`config.mk`:
```
export PLATFORM = sky130hd
export DESIGN_NAME = if_stage
export DESIGN_NICKNAME = d
export VERILOG_FILES = /design/src/rtl/if_stage.sv
export SDC_FILE = /design/constraint.sdc
export NUM_CORES = 1
export LEC_CHECK = 0
export CORE_MARGIN = 2
export CORE_UTILIZATION = 30
export CTS_BUF_LIST = sky130_fd_sc_hd__clkbuf_4 sky130_fd_sc_hd__clkbuf_8
export DETAILED_ROUTE_END_ITERATION = 10
export HOLD_SLACK_MARGIN = 0.1
export MAX_ROUTING_LAYER = met4
export PLACE_DENSITY = 0.7
export SLEW_MARGIN = 20
export SYNTH_ARGS = -nofsm -noshare
export SYNTH_HDL_FRONTEND = slang
export SYNTH_SLANG_ARGS = --single-unit
```
`constraint.sdc`:
```
create_clock -name clk -period 2.53 [get_ports clk]
set_input_delay 0.506 -clock clk [delete_from_list [all_inputs] [get_ports clk]]
set_output_delay 0.506 -clock clk [all_outputs]
set_load 0.02 [all_outputs]
```
`src/rtl/if_stage.sv`:
```
// RV32I instruction-fetch stage: PC register, imem addressing and the IF/ID pipeline register.
// Optional misaligned-redirect fault machine enabled by IF_ALIGN_CHECK_EN.
module if_stage #(
  parameter logic [31:0] RESET_PC  = 32'h0000_0000,
  parameter logic [31:0] NOP_INSTR = 32'h0000_0013
) (
  input  logic        clk,
  input  logic        reset,
  input  logic        stall_f,
  input  logic        stall_d,
  input  logic        flush_d,
  input  logic        pc_src_e,
  input  logic [31:0] pc_target_e,
  input  logic [31:0] imem_rdata,
  output logic [31:0] imem_addr,
  output logic [31:0] pc_f,
  output logic [31:0] pc_plus4_f,
  output logic [31:0] instr_d,
  output logic [31:0] pc_d,
  output logic [31:0] pc_plus4_d,
  output logic        valid_d,
  output logic [31:0] fetch_count,
  output logic        fault,
  output logic [31:0] fault_addr
);

  logic [31:0] r_pc;
  logic [31:0] r_instr_d;
  logic [31:0] r_pc_d;
  logic [31:0] r_pc_plus4_d;
  logic        r_valid_d;
  logic [31:0] r_fetch_count;

  logic [31:0] w_pc_plus4;
  logic [31:0] w_redirect_pc;
  logic        w_fault_state;
  logic        w_fault_take;

  assign w_pc_plus4 = r_pc + 32'd4;

`ifdef IF_ALIGN_CHECK_EN
  typedef enum logic {S_RUN, S_FAULT} state_t;

  state_t      r_state;
  logic        r_fault;
  logic [31:0] r_fault_addr;

  assign w_fault_state = (r_state == S_FAULT);
  assign w_fault_take  = pc_src_e && (pc_target_e[1:0] != 2'b00);
  assign w_redirect_pc = pc_target_e;

  always_ff @(posedge clk) begin
    if (reset) begin
      r_state      <= S_RUN;
      r_fault      <= 1'b0;
      r_fault_addr <= '0;
    end else begin
      case (r_state)
        S_RUN: begin
          if (w_fault_take) begin
            r_state      <= S_FAULT;
            r_fault      <= 1'b1;
            r_fault_addr <= pc_target_e;
          end
        end
        S_FAULT: r_state <= S_FAULT;
        default: r_state <= S_RUN;
      endcase
    end
  end

  assign fault      = r_fault;
  assign fault_addr = r_fault_addr;
`else
  // Without the checker, low target bits are dropped to keep fetch word-aligned.
  logic [1:0] w_unused_tgt_lsb;
  assign w_unused_tgt_lsb = pc_target_e[1:0];
  assign w_fault_state    = 1'b0;
  assign w_fault_take     = 1'b0;
  assign w_redirect_pc    = {pc_target_e[31:2], 2'b00};
  assign fault            = 1'b0;
  assign fault_addr       = '0;
`endif

  // Redirect outranks stall_f; a faulting redirect leaves the PC untouched.
  always_ff @(posedge clk) begin
    if (reset) begin
      r_pc <= RESET_PC;
    end else if (w_fault_state) begin
      r_pc <= r_pc;
    end else if (pc_src_e) begin
      if (!w_fault_take) r_pc <= w_redirect_pc;
    end else if (!stall_f) begin
      r_pc <= w_pc_plus4;
    end
  end

  always_ff @(posedge clk) begin
    if (reset) begin
      r_instr_d     <= NOP_INSTR;
      r_pc_d        <= '0;
      r_pc_plus4_d  <= '0;
      r_valid_d     <= 1'b0;
      r_fetch_count <= '0;
    end else if (w_fault_state || flush_d) begin
      r_instr_d    <= NOP_INSTR;
      r_pc_d       <= '0;
      r_pc_plus4_d <= '0;
      r_valid_d    <= 1'b0;
    end else if (!stall_d) begin
      r_instr_d     <= imem_rdata;
      r_pc_d        <= r_pc;
      r_pc_plus4_d  <= w_pc_plus4;
      r_valid_d     <= 1'b1;
      r_fetch_count <= r_fetch_count + 32'd1;
    end
  end

  assign imem_addr   = r_pc;
  assign pc_f        = r_pc;
  assign pc_plus4_f  = w_pc_plus4;
  assign instr_d     = r_instr_d;
  assign pc_d        = r_pc_d;
  assign pc_plus4_d  = r_pc_plus4_d;
  assign valid_d     = r_valid_d;
  assign fetch_count = r_fetch_count;

endmodule

```
==> summary.md <==
| Metric | Value |
|---|---|
| Fin crit share | `98.5%` |
| Final antenna diode count | `0` |
| Number of global-route vias before repair | `6471` |
| Transition time at the pin with the least slew margin | `0.751 ns` |
| Required time of the critical path | `2.02 ns` |
| Cell family with the largest share of critical-path delay | `simple AND/OR/NAND/NOR gates` |
| Cell chain of the critical path | `nand3_4 > nor4_4 > buf_4 > nand3_1 > xnor2_2 > buf_6` |
| Relative slew slack | `49.9%` |
| Leakage power of the design | `4.77 nW` |
| Delay of the slowest cell on the worst path | `0.39 ns` |
| Overall die height | `162 µm` |
| Synth-to-layout area growth | `55.2%` |
| Global route overflow | `0` |
| Internal portion of total power | `4.27 mW` |
| Final Max Tran Viols | `0` |
| Post-detail-place hpwl | `16800 µm` |
| Count of synthesis-stage warnings from yosys | `0` |
| Antenna violations before repair | `0` |
| Netlist Area Pre-Place | `7440 µm²` |
| Final Hold Viols | `0` |
| Result of the run | `completed` |
| Initial core utilization | `30.6%` |
| Most common cell after layout, fill and taps aside | `sky130_fd_sc_hd__clkdlybuf4s50_1` |
| Clock transition time at the flip-flop clock pins of the worst setup and hold paths | `0.10 ns` |
| Final routed wirelength across all metal layers | `23000 µm` |
| Sequential element share of the synthesized area | `41.7%` |
| Number of flops mapped to enable cells by yosys | `0` |
| Cells after DPL | `1467` |
| Top library cells by usage in the layout, fill and taps aside | `251 x sky130_fd_sc_hd__clkdlybuf4s50_1, 136 x sky130_fd_sc_hd__dfxtp_1, 127 x sky130_fd_sc_hd__nor2_1` |
| Count of buffers inserted at the top-level ports | `282` |
| Routability-driven placement congestion ratio | `0.823` |
| Post-Layout Cell Count | `1514` |
| Inserted Clock Buffers | `17` |
| Core Region | `24300 µm²` |
| Distinct cell type count after synthesis | `45` |
| #FFs+latches synth | `155` |
| Floorplan row count | `57` |
| Count of buffering cells on the critical path with inverters included | `2` |
| Worst hold slack across all endpoints | `0.444 ns` |
| Post-detailed-route via-to-cell ratio | `4.47` |
| Net switching power | `1.67 mW` |
| Setup ws final | `0.0371 ns` |
| Top-area cell type share of the netlist area | `41.7%` |
| Minimum period implied by the final worst setup slack | `2.49 ns` |
| Number of buffers inserted by hold repair at cts | `0` |
| Pre-antenna DRT Iters | `4` |
| Maximum fanout along the worst path | `4` |
| Kind of start point of the critical path | `flip-flop` |
| Post-Syn Area per Cell | `8.70 µm²` |
| Kind of critical path | `reg2out` |
| Fin Clk Skew | `0.0143 ns` |
| Horiz. Die Dim | `162 µm` |
| Top post-synthesis cells by area | `sky130_fd_sc_hd__dfxtp_1 42%, sky130_fd_sc_hd__mux2i_1 10%, sky130_fd_sc_hd__buf_4 7.4%` |
| Portion of total power attributed to the clock network | `37.8%` |
| Number of sinks on the clock net | `155` |
| H-tree lvl count | `4` |
| Net count of the finished layout | `1249` |
| Seq. cell area | `3130 µm²` |
| Filler instances | `2301` |
| Area of the die | `26100 µm²` |
| Clk buf depth | `2` |
| Max-cap violations | `0` |
| First-pass GRT wire length | `35200 µm` |
| Global routing usage summed across all routing layers | `17.5%` |
| Top_reg_cell synth | `sky130_fd_sc_hd__dfxtp_1` |
| Power share of the sequential group | `43.3%` |
| Worst-case setup slack after placement | `-0.185 ns` |
| Detailed-route wire length per cell | `15.2 µm` |
| Number of setup violations in the final report | `0` |
| CTS tree | `done` |
| Switching part of the total | `28.0%` |
| Peak clock frequency supported by timing | `401 MHz` |
| Total number of vias | `6774` |
| Combinational fraction of design power | `19.0%` |
| Area of combinational cells with multiple inputs | `3820 µm²` |
| Maximum number of pins on one net before global-route repair | `118` |
| Total I/O pin count | `328` |
| Type of the tightest min-delay check | `in2reg` |
| Setup repair after global routing missed its margin | `true` |
| Clock root buffer | `sky130_fd_sc_hd__clkbuf_8` |
| Slowest stage cell, crit path | `sky130_fd_sc_hd__dfxtp_2` |
| Antenna-violating nets left | `0` |
| VDD IR max | `0.306 mV` |
| Synthesized netlist cell count | `855` |
| Critical path capture point type | `primary output` |
| Insertion delay of the later-clocked pin in the worst-skew pair | `0.44 ns` |
| Library cell with the largest summed area after synthesis | `sky130_fd_sc_hd__dfxtp_1` |
| Number of DRC markers in iteration 0 | `324` |
| Residual DRC count | `0` |
| Crit path DAT | `1.99 ns` |
| Power per standard cell area | `514 nW/µm²` |
| Setup TNS after final layout | `0 ns` |
| Fraction of layout cells with a size suffix above 1 | `18.7%` |
| Proportion of synthesized flip-flops having asynchronous set or reset | `0%` |
[cells in the mapped netlist (all sizes together) (2+ instances only)]
cell type,number
nand2,41
a211oi,4
or3,6
nand4,21
buf,85
nand2b,2
o211a,2
o21ai,8
nor2b,9
or2,3
clkbuf,42
mux2i,75
nor3,19
nor2,128
dfxtp,155
xnor2,48
inv,34
nand3,29
and4,6
o21a,27
a21oi,44
and2,2
nor4,16
xor2,31
and3,5
ha,2
[final cells by class]
| class | instances | share of cell area [%] |
|---|---|---|
| multi-input cells | 580 | 33.1 |
| clock inverters | 13 | 1.85 |
| clock buffers | 19 | 2.21 |
| repair buffers | 388 | 31.1 |
| well taps | 324 | 3.51 |
| flip-flops and latches | 155 | 27.1 |
| inverters | 35 | 1.14 |
[layer usage]
layer  vias to the layer above  wire length (µm)  global-route usage (%)
met2                       210             11400                    29.3
met1                      3162             10100                    21.4
met5                         -                 0                       -
met4                         0               267                    3.73
met3                        17              1160                    4.26
li1                       3385                 -                       -
[kinds of logic after synthesis]
logic type,after synthesis,share of synthesized area [%]
compound gates,90,7.38
xor+xnor,79,9.30
fa+ha+maj,2,0.336
buf+inv,162,12.0
flops,155,41.7
mux,75,10.1
other cells,1,0.0504
simple gates,291,19.1
[power by group through the flow]
stage / clock network, mW / registers (mW) / logic (mW)
floorplan: 0 / 2.73 / 0.542
global placement: 0 / 2.62 / 1.11
detailed placement: 0 / 2.62 / 1.12
CTS: 2.32 / 2.57 / 1.11
global route: 2.43 / 2.58 / 1.20
finish: 2.24 / 2.57 / 1.13
[state kept, by name, indices dropped and copies added, names as in the netlist]
signal and count:
fetch_count 32, instr_d 32, imem_addr 30, pc_d 30, pc_plus4_d 30, valid_d 1
[worst register-to-register path, delay by kind of cell (launching register included)]
kind	cells	cell delay [ns]
simple gates	4	1.14
flops	1	0.40
buf+inv	1	0.20
compound gates	1	0.13
[path summary, 6_finish.rpt]
check                         startpoint                            to  slack [ns]  depth (start not counted)
max           imem_addr[11]$_SDFFE_PP0P_                pc_plus4_f[30]        0.04                          6
min                                reset    imem_addr[31]$_SDFFE_PP0P_        0.44                          2
max reg2reg  fetch_count[2]$_SDFFE_PP0P_  fetch_count[27]$_SDFFE_PP0P_        0.60                          6
min reg2reg         valid_d$_SDFFE_PP0N_          valid_d$_SDFFE_PP0N_        0.45                          2
[timing repair]
item / in CTS / in global routing
pin swaps: 4 / 17
resized for setup: 123 / 56
endpoints found under the setup margin: 28 / 24
buffers inserted: 4 / 10
gates cloned: 0 / 1
[through the flow]
step	cell area (µm²)	power (mW)	utilization, %
finish	11600	5.94	47.5
CTS	11300	6.00	46.5
detailed placement	10800	3.74	44.3
global placement	10800	3.73	44.3
floorplan	7600	3.27	-
global route	11600	6.21	47.5
No activity file was read; power rests on OpenSTA's default activity.
